<file path="src/rtl/alu_lockstep_pipe.sv">
// alu_lockstep_pipe: two-lane pipelined ALU with lockstep XOR comparison and error logging
module alu_lockstep_pipe #(
  parameter int WIDTH = 4,
  parameter int CNT_W = 8
) (
  input  logic             wb_clk_i,
  input  logic             wb_rst_i,
  input  logic             in_valid,
  input  logic [WIDTH-1:0] a0,
  input  logic [WIDTH-1:0] b0,
  input  logic [WIDTH-1:0] a1,
  input  logic [WIDTH-1:0] b1,
  input  logic [2:0]       sel0,
  input  logic [2:0]       sel1,
  input  logic             lockstep,
  input  logic             fault_inj,
  input  logic             clr_err,
  output logic             out_valid,
  output logic [WIDTH-1:0] alu_out0,
  output logic [WIDTH-1:0] alu_out1,
  output logic             carry0,
  output logic             carry1,
  output logic [WIDTH-1:0] diff,
  output logic             carry_diff,
  output logic             mismatch,
  output logic             err_sticky,
  output logic [CNT_W-1:0] err_count
);
  logic             v1, fi_r, ls_r;
  logic [WIDTH-1:0] a0_r, b0_r, a1_r, b1_r, o1, d;
  logic [2:0]       s0_r, s1_r;
  logic [WIDTH:0]   r0, r1;
  logic             cd;

  function automatic logic [WIDTH:0] alu(input logic [WIDTH-1:0] a, input logic [WIDTH-1:0] b, input logic [2:0] s);
    alu = s == 3'd0 ? {1'b0, a} + {1'b0, b} :
          s == 3'd1 ? {1'b0, a} - {1'b0, b} :
          s == 3'd2 ? {1'b0, a & b} :
          s == 3'd3 ? {1'b0, a | b} :
          s == 3'd4 ? {1'b0, a ^ b} :
          s == 3'd5 ? {a[WIDTH-1], a[WIDTH-2:0], 1'b0} :
          s == 3'd6 ? {a[0], 1'b0, a[WIDTH-1:1]} :
                      {a < b, a < b ? b : a};
  endfunction

  assign r0 = alu(a0_r, b0_r, s0_r);
  assign r1 = alu(a1_r, b1_r, s1_r);
  assign o1 = r1[WIDTH-1:0] ^ {{(WIDTH-1){1'b0}}, fi_r};
  assign d  = r0[WIDTH-1:0] ^ o1;
  assign cd = r0[WIDTH] ^ r1[WIDTH];

  // stage 1: capture operand set, steering lane 1 onto lane 0 inputs in lockstep
  always_ff @(posedge wb_clk_i) begin
    if (wb_rst_i) begin
      v1   <= 1'b0;
      a0_r <= '0;
      b0_r <= '0;
      a1_r <= '0;
      b1_r <= '0;
      s0_r <= '0;
      s1_r <= '0;
      fi_r <= 1'b0;
      ls_r <= 1'b0;
    end else begin
      v1 <= in_valid;
      if (in_valid) begin
        a0_r <= a0;
        b0_r <= b0;
        s0_r <= sel0;
        a1_r <= lockstep ? a0 : a1;
        b1_r <= lockstep ? b0 : b1;
        s1_r <= lockstep ? sel0 : sel1;
        fi_r <= fault_inj;
        ls_r <= lockstep;
      end
    end
  end

  // stage 2: register lane results and comparison; results hold between valid sets
  always_ff @(posedge wb_clk_i) begin
    if (wb_rst_i) begin
      out_valid  <= 1'b0;
      mismatch   <= 1'b0;
      alu_out0   <= '0;
      alu_out1   <= '0;
      carry0     <= 1'b0;
      carry1     <= 1'b0;
      diff       <= '0;
      carry_diff <= 1'b0;
    end else begin
      out_valid <= v1;
      mismatch  <= v1 & ls_r & ((|d) | cd);
      if (v1) begin
        alu_out0   <= r0[WIDTH-1:0];
        alu_out1   <= o1;
        carry0     <= r0[WIDTH];
        carry1     <= r1[WIDTH];
        diff       <= d;
        carry_diff <= cd;
      end
    end
  end

  // error log follows the registered pulse, so a clear seen alongside a pulse discards it
  always_ff @(posedge wb_clk_i) begin
    if (wb_rst_i || clr_err) begin
      err_sticky <= 1'b0;
      err_count  <= '0;
    end else if (mismatch) begin
      err_sticky <= 1'b1;
      if (err_count != {CNT_W{1'b1}}) err_count <= err_count + CNT_W'(1);
    end
  end
endmodule

</file>
<file path="config.mk">
export PLATFORM = sky130hd
export DESIGN_NAME = alu_lockstep_pipe
export DESIGN_NICKNAME = d
export VERILOG_FILES = /design/src/rtl/alu_lockstep_pipe.sv
export SDC_FILE = /design/constraint.sdc
export NUM_CORES = 1
export LEC_CHECK = 0
export BUFFER_PORTS_ARGS = -buffer_cell sky130_fd_sc_hd__buf_2
export CORE_UTILIZATION = 40
export DETAILED_ROUTE_END_ITERATION = 10
export PLACE_DENSITY = 0.63
export SYNTH_ARGS = -nofsm -noshare
export SYNTH_HDL_FRONTEND = slang
export SYNTH_SLANG_ARGS = --single-unit
</file>
<file path="constraint.sdc">
create_clock -name wb_clk_i -period 2.9 [get_ports wb_clk_i]
set_clock_uncertainty 0.05 [all_clocks]
set_input_delay 0.435 -clock wb_clk_i [delete_from_list [all_inputs] [get_ports wb_clk_i]]
set_output_delay 0.435 -clock wb_clk_i [all_outputs]
set_load 0.02 [all_outputs]
</file>
==> results.json <==
{
  "status": "finished clean",
  "holdCritStartpoint": "fault_inj",
  "worstHoldPathCells": 3,
  "finalCriticalPeriod_ns": 2.73,
  "post-route-period-util_pct": 94.0,
  "path_class": "reg2reg",
  "pwr-share-seq_pct": 42.1,
  "antenna_cells": 0,
  "worstPathMaxFanout": 3,
  "num_vias": 3418,
  "ys_ff_latch": 51,
  "drive_gt1_share_pct": 19.9,
  "dp_hpwl_mm": 7.28,
  "routed_wl_mm": 9.56,
  "hold_viol": 0,
  "p_per_area_mw_per_mm2": 442,
  "cp_num_buf_inv": 1,
  "worst_slack_ns": 0.175,
  "slew_headroom_pct": 39.5,
  "cts_htree_levels": 2,
  "drtIter0Drc": 186,
  "synth_edf_count": 0,
  "cts_resized": 0,
  "finalSetupTns_ns": 0,
  "remaining_drc_errors": 0,
  "hold_buffers": 0,
  "ff2ff_setup_slack_ns": 0.17,
  "crit_chain": "inv_1, ha_1, fa_1, mux2_4, nand2_2, o221ai_2, o32a_1, or3_1, and4_4, a31oi_1",
  "holdPathEnd": "fi_r",
  "yosysTopAreaCell": "dfxtp_1",
  "vias_per_cell": 5.65,
  "synth_nets": 503,
  "critPathCaptureType": "flip-flop",
  "drv_cap": 0,
  "antenna_found_initial": 0,
  "cts_sinks": 51,
  "reg2reg_depth": 10,
  "grt_max_degree": 37,
  "worstPathArrival_ns": 2.93,
  "grt-ovfl-total": 0,
  "path_clk_slew_ns": 0.11,
  "worstSetupStartpointType": "flip-flop",
  "ir_drop_mv": 0.250,
  "syn_area_per_cell_um2": 8.36,
  "synthesis.area_mm2": 0.00373,
  "grt_pass1_wl_mm": 16.0,
  "die_area_mm2": 0.00971,
  "ys_warn_count": 0,
  "worstReg2RegEnd": "mismatch",
  "critPathRequiredTime_ns": 3.11,
  "yosysUniqueCellTypes": 74,
  "cts_tree": "built",
  "p_total_mw": 1.87,
  "synth_top_area_share_pct": 27.4,
  "fp.dieH_um": 98.5,
  "post-place-ws_ns": 0.119,
  "fin_nets": 553,
  "power_frac_comb_pct": 33.2,
  "leakage_nw": 1.84,
  "crit_slowest_cell": "fa_1",
  "dp.cells": 597,
  "post_cts_buffers": 0,
  "die_x_um": 98.5,
  "setup_violations": 0,
  "worst_slew_pin_slew_ns": 0.907,
  "fin_cells": 605,
  "p_sw_mw": 0.678,
  "area_growth_pct": 13.8,
  "cts_made_buffers": 5,
  "io_pins": 54,
  "insertion_delay_ns": 0.32,
  "p_clk_share_pct": 24.7,
  "cell_internal_pwr_mw": 1.20,
  "slew_viol_final": 0,
  "cts_root_buf": "clkbuf_8",
  "grtUsageTotal_pct": 20.4,
  "wire_per_inst_um": 15.8,
  "fin_area_mm2": 0.00424,
  "slowest_delay_ns": 0.47,
  "final_antenna_net_count": 0,
  "first_pass_iters": 6,
  "yosysSeqAreaShare_pct": 27.4,
  "fmax_mhz": 367,
  "port_buffers": 53,
  "rsz0062_at_grt": "false",
  "postSynth.asyncResetShare_pct": 0,
  "ctsLongestPathBuffers": 2,
  "dpl-instance-area_mm2": 0.00413,
  "grt_pass1_vias": 3183,
  "gp_congestion": 0.966,
  "syn_inst": 446,
  "core_mm2": 0.00889,
  "synthTopCellsByArea": "dfxtp_1 27%, mux2i_1 9.1%, ha_1 8.4%, nor2_1 6.5%, a211oi_1 4.6%",
  "ys.flop_type": "dfxtp_1",
  "crit_family": "adder cells",
  "start_util_pct": 41.9,
  "r2r-start": "a1_r[0]",
  "hold_path.class": "in2reg",
  "p_sw_share_pct": 36.2,
  "placementRows": 34
}
-- kinds of logic (layout without fill, tap and decap cells) --
family | Yosys count | in the layout | share of synthesized area [%]
adder cells (fa/ha/maj) | 29 | 29 | 10.5
buffers and inverters | 58 | 109 | 6.68
AND/OR/NAND/NOR | 133 | 133 | 17.4
AO/OA/AOI/OAI | 127 | 127 | 24.8
flip-flops | 51 | 51 | 27.4
multiplexers | 39 | 39 | 11.0
XOR/XNOR | 9 | 9 | 2.11
-- final cells by class --
cell class	instances	area (µm²)
multi-input cells	337	2470
fillers	908	4650
inverters	29	109
well taps	108	135
clock inverters	3	27.5
clock buffers	5	68.8
flip-flops and latches	51	1020
repair buffers	72	408
-- state kept, by name, indices dropped and copies added, names as in the netlist, 3 cells and up --
name and cells:
err_count 8, a0_r 4, a1_r 4, alu_out0 4, alu_out1 4, b0_r 4, b1_r 4, diff 4
s0_r 3, s1_r 3
-- synthesized netlist by cell type, types with 7 or more instances --
master    count
a211oi_1     23
o21ai_0      21
a21oi_1      23
nand3_1       7
clkbuf_1     14
mux2i_1      34
inv_1        29
ha_1         25
buf_2         7
nand2b_1     10
nor2_1       65
dfxtp_1      51
nand2_1      15
-- layer usage --
layer	part of all wire, %	GRT usage [%]	up-vias
met5	0	0	-
met4	0.97	4.36	0
met2	47	34.1	116
li1	-	-	1714
met3	5.7	3.48	10
met1	46	27.7	1578
-- power groups by stage --
stage | Sequential [mW] | Clock, mW | Combinational (mW)
floorplan | 0.806 | 0 | 0.437
global placement | 0.804 | 0 | 0.605
detailed placement | 0.805 | 0 | 0.613
CTS | 0.789 | 0.476 | 0.615
global route | 0.798 | 0.505 | 0.688
finish | 0.789 | 0.463 | 0.623
-- per-stage QoR --
step | hold slack, ns | utilization (%)
after floorplan | 0.361 | -
after global placement | 0.395 | 46.5
after detailed placement | 0.401 | 46.5
after CTS | 0.303 | 47.5
after global routing | 0.323 | 47.7
final | 0.295 | 47.7
-- how the worst max path moves through the flow --
stage               startpoint  endpoint  depth (start not counted)
finish                 a1_r[0]  mismatch                         10
global route           a1_r[1]   diff[0]                         10
CTS                    a0_r[0]  mismatch                         10
detailed placement     a0_r[0]  mismatch                         10
global placement       a0_r[0]  mismatch                         10
floorplan              a1_r[0]  mismatch                         10
-- cells in the final DEF, fill, tap and decap left out, drive strengths merged, types with 7 or more instances in the layout --
master / instances
buf: 72
mux2i: 34
o21ai: 21
dfxtp: 51
inv: 30
nor2: 66
ha: 25
a21oi: 23
nand2: 16
nand3: 7
a211oi: 23
nand2b: 10
-- worst reg2reg max path: cells and delay by family, from the launching register on --
kind	cells	cell delay [ns]
AOI/OAI and AO/OA	3	0.62
DFF	1	0.34
muxes	1	0.29
buffers and inverters	1	0.06
and+or+nand+nor	3	0.60
adders and majority gates	2	0.71
(Power assumes the default switching activity.)
